File: src/rtl/instruction_fetch_pkg.sv
// Shared definitions for the instruction fetch unit: word width, NOP encoding,
// default reset PC, buffer entry layout and credit counter width.
package instruction_fetch_pkg;

    localparam int WORD_W = 32;

    typedef logic [WORD_W-1:0] word_t;

    localparam word_t NOP_INSTR        = 32'h0000_0000;
    localparam word_t DEFAULT_RESET_PC = 32'h0000_0000;

    // Wide enough for outstanding/buffered/to_drop counts up to the maximum DEPTH of 4.
    localparam int CNT_W = 3;

    // One buffer entry: the instruction together with the word address it came from.
    typedef struct packed {
        word_t pc;
        word_t instr;
    } fetch_entry_t;

endpackage

File: src/rtl/ifetch_fifo.sv
// Instruction buffer: DEPTH entries of {pc, instr}. The head is presented
// combinationally; flush empties the buffer and overrides push and pop.
// Push and pop in the same cycle are allowed even when the buffer is full.
module ifetch_fifo
    import instruction_fetch_pkg::*;
#(
    parameter int DEPTH = 2
) (
    input  logic             clk,
    input  logic             rst_n,
    input  logic             flush,
    input  logic             push,
    input  fetch_entry_t     push_entry,
    input  logic             pop,
    output logic             not_empty,
    output fetch_entry_t     head,
    output logic [CNT_W-1:0] count
);

    localparam int PTR_W = (DEPTH > 1) ? $clog2(DEPTH) : 1;

    fetch_entry_t     mem [DEPTH];
    logic [PTR_W-1:0] rd_ptr;
    logic [PTR_W-1:0] wr_ptr;
    logic             do_push;
    logic             do_pop;

    function automatic logic [PTR_W-1:0] ptr_inc(input logic [PTR_W-1:0] p);
        return (p == PTR_W'(DEPTH - 1)) ? '0 : p + PTR_W'(1);
    endfunction

    assign not_empty = (count != '0);
    assign do_pop    = pop && not_empty && !flush;
    assign do_push   = push && !flush && ((count < CNT_W'(DEPTH)) || do_pop);

    // Head entry; an empty buffer presents a NOP at PC 0.
    assign head = not_empty ? mem[rd_ptr] : '{pc: '0, instr: NOP_INSTR};

    // Storage array write.
    // NOTE: the data array has no reset; the count gates every read, so stale contents are never observed.
    always_ff @(posedge clk) begin
        if (do_push) begin
            mem[wr_ptr] <= push_entry;
        end
    end

    // Pointer and occupancy bookkeeping.
    // NOTE: sequential state uses non-blocking assignments so every flop samples pre-edge values.
    always_ff @(posedge clk or negedge rst_n) begin
        if (!rst_n) begin
            rd_ptr <= '0;
            wr_ptr <= '0;
            count  <= '0;
        end else if (flush) begin
            rd_ptr <= '0;
            wr_ptr <= '0;
            count  <= '0;
        end else begin
            if (do_push) wr_ptr <= ptr_inc(wr_ptr);
            if (do_pop)  rd_ptr <= ptr_inc(rd_ptr);
            case ({do_push, do_pop})
                2'b10:   count <= count + CNT_W'(1);
                2'b01:   count <= count - CNT_W'(1);
                default: count <= count;
            endcase
        end
    end

endmodule

File: src/rtl/instruction_fetch.sv
// Instruction fetch unit: issues sequential word-address requests to an
// in-order instruction memory, buffers responses with their PCs and hands
// them to the datapath. A redirect restarts fetch at a new PC and drops every
// response still in flight. Credit: outstanding + buffered + to_drop < DEPTH.
// Optional: define IFETCH_PERF_CNT_EN to add the fetch_count output.
module instruction_fetch
    import instruction_fetch_pkg::*;
#(
    parameter logic [31:0] RESET_PC = DEFAULT_RESET_PC,
    parameter int          DEPTH    = 2
) (
    input  logic        clk,
    input  logic        rst_n,
    output logic        imem_req_valid,
    input  logic        imem_req_ready,
    output logic [31:0] imem_req_addr,
    input  logic        imem_resp_valid,
    input  logic [31:0] imem_resp_data,
    output logic        inst_valid,
    input  logic        inst_ready,
    output logic [31:0] inst_data,
    output logic [31:0] inst_pc,
    input  logic        redirect_valid,
    input  logic [31:0] redirect_pc
`ifdef IFETCH_PERF_CNT_EN
    ,
    output logic [31:0] fetch_count
`endif
);

    word_t            fetch_pc;
    logic [CNT_W-1:0] outstanding;
    logic [CNT_W-1:0] to_drop;
    logic [CNT_W-1:0] buffered;
    logic [CNT_W-1:0] outstanding_n;
    logic [CNT_W-1:0] to_drop_n;
    logic [CNT_W:0]   credit_used;
    logic             req_fire;
    logic             resp_legal;
    logic             resp_keep;
    logic             inst_fire;
    fetch_entry_t     push_entry;
    fetch_entry_t     head;

    assign credit_used = {1'b0, outstanding} + {1'b0, buffered} + {1'b0, to_drop};

    // Request only while a buffer slot is reserved for every response that can still return.
    assign imem_req_valid = rst_n && (credit_used < (CNT_W + 1)'(DEPTH));
    assign imem_req_addr  = fetch_pc;
    assign req_fire       = imem_req_valid && imem_req_ready;

    // A response with nothing pending is illegal and ignored.
    assign resp_legal = imem_resp_valid && ((outstanding != '0) || (to_drop != '0));
    assign resp_keep  = resp_legal && (to_drop == '0) && !redirect_valid;

    // Live outstanding requests are the contiguous addresses just below fetch_pc; the oldest owns this response.
    assign push_entry = '{pc: fetch_pc - 32'(outstanding), instr: imem_resp_data};

    assign inst_fire = inst_valid && inst_ready;
    assign inst_data = head.instr;
    assign inst_pc   = head.pc;

    ifetch_fifo #(
        .DEPTH (DEPTH)
    ) u_fifo (
        .clk        (clk),
        .rst_n      (rst_n),
        .flush      (redirect_valid),
        .push       (resp_keep),
        .push_entry (push_entry),
        .pop        (inst_fire),
        .not_empty  (inst_valid),
        .head       (head),
        .count      (buffered)
    );

    // Credit bookkeeping: retire a response, count a new request, and on redirect move everything in flight to to_drop.
    // NOTE: every combinational output gets a default first so no path leaves it unassigned (no latch).
    always_comb begin
        outstanding_n = outstanding;
        to_drop_n     = to_drop;
        if (resp_legal) begin
            if (to_drop != '0) to_drop_n     = to_drop - CNT_W'(1);
            else               outstanding_n = outstanding - CNT_W'(1);
        end
        if (req_fire) outstanding_n = outstanding_n + CNT_W'(1);
        if (redirect_valid) begin
            to_drop_n     = to_drop_n + outstanding_n;
            outstanding_n = '0;
        end
    end

    // PC and credit counter registers; redirect takes priority over sequential advance.
    always_ff @(posedge clk or negedge rst_n) begin
        if (!rst_n) begin
            fetch_pc    <= RESET_PC;
            outstanding <= '0;
            to_drop     <= '0;
        end else begin
            outstanding <= outstanding_n;
            to_drop     <= to_drop_n;
            if (redirect_valid) fetch_pc <= redirect_pc;
            else if (req_fire)  fetch_pc <= fetch_pc + 32'd1;
        end
    end

`ifdef IFETCH_PERF_CNT_EN
    // Count instructions handed to the datapath; wraps naturally at 2^32.
    always_ff @(posedge clk or negedge rst_n) begin
        if (!rst_n)         fetch_count <= '0;
        else if (inst_fire) fetch_count <= fetch_count + 32'd1;
    end
`endif

endmodule

File: config.mk
export PLATFORM = sky130hd
export DESIGN_NAME = instruction_fetch
export DESIGN_NICKNAME = d
export VERILOG_FILES = /design/src/rtl/instruction_fetch_pkg.sv /design/src/rtl/ifetch_fifo.sv /design/src/rtl/instruction_fetch.sv
export SDC_FILE = /design/constraint.sdc
export NUM_CORES = 1
export LEC_CHECK = 0
export ABC_AREA = 1
export CORE_ASPECT_RATIO = 1.25
export CORE_MARGIN = 1.5
export CORE_UTILIZATION = 64
export CTS_CLUSTER_SIZE = 8
export DETAILED_ROUTE_END_ITERATION = 12
export DONT_BUFFER_PORTS = 1
export PLACE_DENSITY = 0.77
export SLEW_MARGIN = 40
export SYNTH_ARGS = -nofsm -noshare
export SYNTH_HDL_FRONTEND = slang
export SYNTH_SLANG_ARGS = --single-unit
File: constraint.sdc
create_clock -name clk -period 5.63 [get_ports clk]
set_input_delay 0 -clock clk [delete_from_list [all_inputs] [get_ports clk]]
set_output_delay 0 -clock clk [all_outputs]
set_load 0.005 [all_outputs]
Word level (Yosys, flattened, before mapping)
Memory sizes are Yosys's and may differ from the RTL's.
Cells that the tools add are included.
Widths: inputs -> output; s select.
{ "op_classes": {"addsub": 12, "n_lt_le_gt_ge": 2, "eq_ne": 2, "mux": 20, "reduce_logical": 21} }
{ "ops": {"columns": ["cell", "n"], "rows": [
  ["$mux 32", 2],
  ["$mux 64", 1],
  ["$add 32x1->32 const B", 1],
  ["$sub 32x3->32", 1],
  ["$mux 3", 8],
  ["$reduce_bool 3->1", 4],
  ["$logic_and 1x1->1", 10],
  ["$sub 3x1->3 const B", 3],
  ["$mux 1", 8],
  ["$add 3x1->3 const B", 2],
  ["$pmux 3 s2", 1],
  ["$reduce_bool 2->1", 3],
  ["$add 3x3->4", 1],
  ["$add 4x3->4", 1],
  ["$lt 4x2->1 const B", 1],
  ["$add 3x3->3", 1],
  ["$logic_not 3->1", 1],
  ["$lt 3x2->1 const B", 1],
  ["$add 1x1->1 const B", 2],
  ["$eq 2x1->1 const B", 1],
  ["$eq 2x2->1 const B", 1],
  ["$logic_or 1x1->1", 2],
  ["$logic_not 1->1", 1]
]} }
{ "totals": {"register_bits": 43, "ramBits": 128, "input_bits": 70, "output_inout_bits": 98, "memories": 1} }
{ "mem_list": {"columns": ["memory", "depth", "word_bits", "read_ports", "rd_clocked_by_memory_dff", "write_ports", "line", "source"], "rows": [
  ["u_fifo.mem", 2, 64, 1, 0, 1, "ifetch_fifo.sv:22", "fetch_entry_t mem [DEPTH];"]
]} }

Longest topological paths before layout
{ "depth": {"ltp_word": 10, "ltp_mapped": 19, "depth_no_buf": 19} }

Cells and area by module
From an unflattened synthesis, not the netlist that was laid out.
{ "unflattened": {"hier_cells": 1050, "area_unflattened_um2": 9260.1} }
{ "by_module_without_submodules": {"columns": ["mod", "n_inst", "cells_per_inst", "area_each_um2"], "rows": [
  ["ifetch_fifo", 1, 515, 5545.3],
  ["instruction_fetch", 1, 535, 3714.8]
]} }

Worst setup path before layout
Ideal clock, no wire load.
{ "synth_path": {"path_kind": "flip-flop to flip-flop", "start": "register to_drop[0]", "end": "memory u_fifo.mem[0][0] (netlist bit), enable pin", "setup_ps": 486, "arrival_ps": 3884, "required_time_ps": 5144, "setup_slack_ps": 1260, "path_stages_with_launch": 10, "synth_period_minus_slack_ps": 4370, "cell_sequence": "dfrtp_1 inv_1 ha_1 nand2_1 nand2_1 nand2_1 nand2_2 nor2_1 nand2_1 nor2_1"} }
{ "synth_between": {"elab_chain_len": 9, "word_cells_on_any_way": 10, "classes_between": "mux: 2; reduce/logical: 8"} }
{ "synth_rtl": {"columns": ["item", "line", "source"], "rows": [
  ["start, declared", "instruction_fetch.sv:33", "logic [CNT_W-1:0] to_drop;"],
  ["start signal, assigned", "instruction_fetch.sv:101", "to_drop <= to_drop_n;"],
  ["$reduce_bool 3->1", "instruction_fetch.sv:53", "assign resp_legal = imem_resp_valid && ((outstanding != '0) || (to_drop != '0));"],
  ["$logic_or 1x1->1", "instruction_fetch.sv:53", null],
  ["$logic_and 1x1->1", "instruction_fetch.sv:53", null],
  ["$logic_and 1x1->1 (*) (2 in a row)", "instruction_fetch.sv:54", "assign resp_keep = resp_legal && (to_drop == '0) && !redirect_valid;"],
  ["$logic_and 1x1->1 (*) (2 in a row)", "ifetch_fifo.sv:34", "assign do_push = push && !flush && ((count < CNT_W'(DEPTH)) || do_pop);"],
  ["$mux 1 (*)", "ifetch_fifo.sv:42", "if (do_push) begin"],
  ["$mux 1 (not written as such) (*)", "ifetch_fifo.sv:43", "mem[wr_ptr] <= push_entry;"],
  ["end, declared", "ifetch_fifo.sv:22", null]
]} }
Every way passes the cells marked *; elsewhere a longest branch is shown, timed or not.

Worst setup path in the final report
{ "layout_path": {"start": "register outstanding[1]", "end": "register fetch_pc[17], in the netlist imem_req_addr[17]"} }
{ "layout_between": {"elab_chain_len": 6} }
{ "layout_rtl": {"columns": ["item", "line", "source"], "rows": [
  ["start, declared", "instruction_fetch.sv:32", "logic [CNT_W-1:0] outstanding;"],
  ["start signal, assigned", "instruction_fetch.sv:100", "outstanding <= outstanding_n;"],
  ["$add 3x3->4", "instruction_fetch.sv:45", "assign credit_used = {1'b0, outstanding} + {1'b0, buffered} + {1'b0, to_drop};"],
  ["$add 4x3->4", "instruction_fetch.sv:45", null],
  ["$lt 4x2->1", "instruction_fetch.sv:48", "assign imem_req_valid = rst_n && (credit_used < (CNT_W + 1)'(DEPTH));"],
  ["$logic_and 1x1->1", "instruction_fetch.sv:48", null],
  ["$logic_and 1x1->1", "instruction_fetch.sv:50", "assign req_fire = imem_req_valid && imem_req_ready;"],
  ["$reduce_bool 2->1 (no source line)", null, null],
  ["end signal, assigned", "instruction_fetch.sv:102", "if (redirect_valid) fetch_pc <= redirect_pc;"],
  ["end signal, assigned", "instruction_fetch.sv:103", "else if (req_fire) fetch_pc <= fetch_pc + 32'd1;"],
  ["end, declared", "instruction_fetch.sv:31", "word_t fetch_pc;"]
]} }
No other way between the ends.
A chain may end at the register's enable or synchronous reset.

==> results.md <==
- DRT Pass-1 Iters: 5
- Initial Util: 0.654
- TritonCTS buffer count: 17
- RD Place Congestion: 0.890
- Gr usage total: 0.273
- Synthesis-to-layout area growth: 16.6%
- Final Cycle Share: 0.618
- Post-synthesis sequential area ratio: 0.545
- DRC viols: 0
- Final Critical Period: 3480 ps
- Post-Route Skew: 17.7 ps
- Sw Ratio: 0.410
- Post-CTS sizing: 0
- Distinct cells, synth: 38
- Power Total: 4.60 mW
- Post-route insts no fill: 1296
- Die W: 109 um
- Startpoint Class: register
- Critical-path top delay cell: nand2_1
- Rows: 48
- Via-to-Cell Ratio: 5.40
- Synth warn: 0
- Final hold violations: 0
- Leak: 4.85 nW
- Power density cells: 437 nW/um^2
- Synth top area share: 0.426
- Worst skew pair latency: 420 ps
- Worst Path Required: 5920 ps
- Post-synth EDFFs: 128
- Fmax achieved: 288 MHz
- Synthesized flop and latch total: 171
- Switching power: 1.88 mW
- Initial antenna violation count: 0
- Placed Instances: 1191
- Final net count: 1196
- Hold Crit Depth: 4
- Io pins: 168
- Global route total overflow: 0
- CTS tree: done
- Mapped cell area: 9030 um^2
- Syn Area/Cell: 8.65 um^2
- Worst Max-Slew Pin Slew: 874 ps
- Worst path arrival time: 3770 ps
- RSZ-0062 raised after global routing: no
- Mapped Cells: 1044
- Sequential Power Share: 0.393
- Sink Count: 171
- Critical path cell sequence: inv_1 -> fa_1 -> inv_1 -> ha_1 -> inv_1 -> fa_1 -> nand2_1 -> nor2_1 -> nand3_2 -> nand2_1 -> inv_2 -> nand2_1 -> nand2_1 -> o21bai_1
- Share of post-route cells with drive strength above 1: 0.0651
- Via Count: 6994
- Post-CTS setup buffers: 0
- Clock tree buffer depth: 2
- Critical Path Fanout Max: 24
- Yosys top cell by area: edfxtp_1
- Pin count of the biggest net entering global routing: 67
- Placed inst area: 9210 um^2
- Critical path type: reg -> reg
- Worst r2r dst: imem_req_addr[17]
- Status: finished, final reports clean
- Port Buffers: 0
- Die area: 14800 um^2
- Final Max Slew Viols: 0
- Setup TNS: 0 ps
- Antenna Cells: 0
- Setup crit end kind: register
- Drt first-iter violations: 472
- Reg2reg start: outstanding[1]
- Net count after synthesis: 1132
- WL/cell: 15.4 um
- Clk pwr share: 0.238
- Die height: 136 um
- Post-DP HPWL: 13100 um
- VDD IR-drop max: 0.283 mV
- Worst reg-to-reg setup slack: 2150 ps
- Worst min-delay path category: in -> reg
- Hold_sp: inst_ready
- Int Pwr: 2.71 mW
- Root buffer cell: clkbuf_16
- Hold Crit Endpoint: u_fifo.wr_ptr
- Max cap viols: 0
- Combinational power share: 0.369
- Relative slew slack: 0.416
- Clk slew on worst S/H paths: 70 ps
- Final setup fails: 0
- Vias in the first global route: 6562
- Top cells by area, synth: edfxtp_1 43%, nand2_1 17%, dfrtp_1 12%, inv_1 5.8%, xor2_1 4.1%
- Most used cell, CP: nand2_1
- Ys async rst share: 0.251
- H-tree levels: 4
- Detail Route Antenna Nets: 0
- Design Area, Final: 10500 um^2
- Synth Flop Type: edfxtp_1
- First-pass GRT wire length: 31200 um
- Largest stage delay on the critical path: 680 ps
- Post-Route WL: 19900 um
- Core ar.: 13800 um^2
- R2r worst-path depth: 14
==> Yosys cell counts (9+ instances only) <==
library cell / count
nand2_1: 411
inv_1: 139
edfxtp_1: 128
nor2_1: 61
nand3_1: 46
dfrtp_1: 43
xor2_1: 42
o21ai_0: 21
clkbuf_1: 17
nor3_1: 16
nand4_1: 13
ha_1: 12
o211ai_1: 10
buf_1: 9
buf_2: 9
==> metrics by stage <==
stage                     worst slack, ps   util  hold slack [ps]
final                                2150  0.762             71.8
after global routing                 1950  0.762              113
after CTS                            2190  0.762             57.1
after detailed placement             2210  0.667             -294
after global placement               2280  0.663             -294
after floorplan                      1260      -             -296
==> registers in the layout, indices dropped and copies added (netlist names) <==
name           flops
u_fifo.rd_ptr      1
to_drop            3
outstanding        3
u_fifo.count       3
u_fifo.wr_ptr      1
imem_req_addr     32
u_fifo.mem       128
==> area by class of cell <==
cell class	instances	area, um^2
multi-input cells	696	3450
clock buffers	17	425
inverters	142	536
fillers	947	3280
flip-flops and latches	171	4920
repair buffers	80	846
well taps	175	219
clock inverters	15	133
==> placed cells by master, fill, tap and decap left out, types with 3 or more instances in the layout <==
| master | count |
|---|---|
| nand2_1 | 410 |
| inv_1 | 138 |
| edfxtp_1 | 128 |
| dlygate4sd3_1 | 71 |
| nor2_1 | 59 |
| nand3_1 | 46 |
| xor2_1 | 42 |
| dfrtp_1 | 42 |
| o21ai_0 | 21 |
| clkbuf_16 | 17 |
| nor3_1 | 16 |
| nand4_1 | 13 |
| ha_1 | 12 |
| o211ai_1 | 10 |
| nor2_4 | 9 |
| nand2_2 | 8 |
| a21oi_1 | 7 |
| o21bai_1 | 7 |
| fa_1 | 6 |
| inv_8 | 5 |
| nor2_2 | 4 |
| xnor2_1 | 4 |
| o221ai_1 | 4 |
| o21ai_1 | 4 |
| buf_4 | 4 |
| inv_2 | 3 |
| clkinv_4 | 3 |
| clkinvlp_4 | 3 |
==> worst max-delay path: cells and delay by family (launching register included) <==
family / cells / cell delay (ps)
simple gates: 6 / 1250
fa+ha+maj: 3 / 1090
buf+inv: 4 / 470
flops: 1 / 400
compound gates: 1 / 140
==> metal layers <==
metal / track usage / wire length (um) / share of wire
met3: 0.0568 / 1380 / 0.069
met4: 0.0909 / 323 / 0.016
met5: 0 / 0 / 0
met2: 0.463 / 10000 / 0.50
met1: 0.349 / 8190 / 0.41
==> power groups by stage <==
stage / Combinational, mW / Clock [mW] / Sequential [mW]
after floorplan: 1.29 / 0 / 1.75
after global placement: 1.57 / 0 / 1.82
after detailed placement: 1.61 / 0 / 1.83
after CTS: 1.69 / 1.11 / 1.80
after global routing: 1.94 / 1.15 / 1.83
final: 1.69 / 1.09 / 1.81
==> what timing repair did <==
action | CTS | global route
setup endpoints to repair | 0 | 0
hold endpoints to repair | 150 | 0
hold buffers | 73 | 0
==> worst max path at each step <==
stage,from,end,slack [ps],cells after the start
4_1_cts,outstanding[1],imem_req_addr[17],2190,14
6_report,outstanding[1],imem_req_addr[17],2150,14
2_1_floorplan,to_drop[0],u_fifo.mem[0][0],1260,9
5_1_grt,outstanding[1],to_drop[2],1950,17
3_5_place_dp,outstanding[1],imem_req_addr[17],2210,14
3_3_place_gp,outstanding[1],imem_req_addr[17],2280,14
==> logic make-up after synthesis <==
logic type	Yosys count	share of synthesized area
flip-flops	171	0.545
AND/OR/NAND/NOR	574	0.266
adder cells (fa/ha/maj)	18	0.0299
buffers and inverters	177	0.0748
AO/OA/AOI/OAI	58	0.0399
XOR/XNOR	46	0.0446
(Power assumes the default switching activity.)
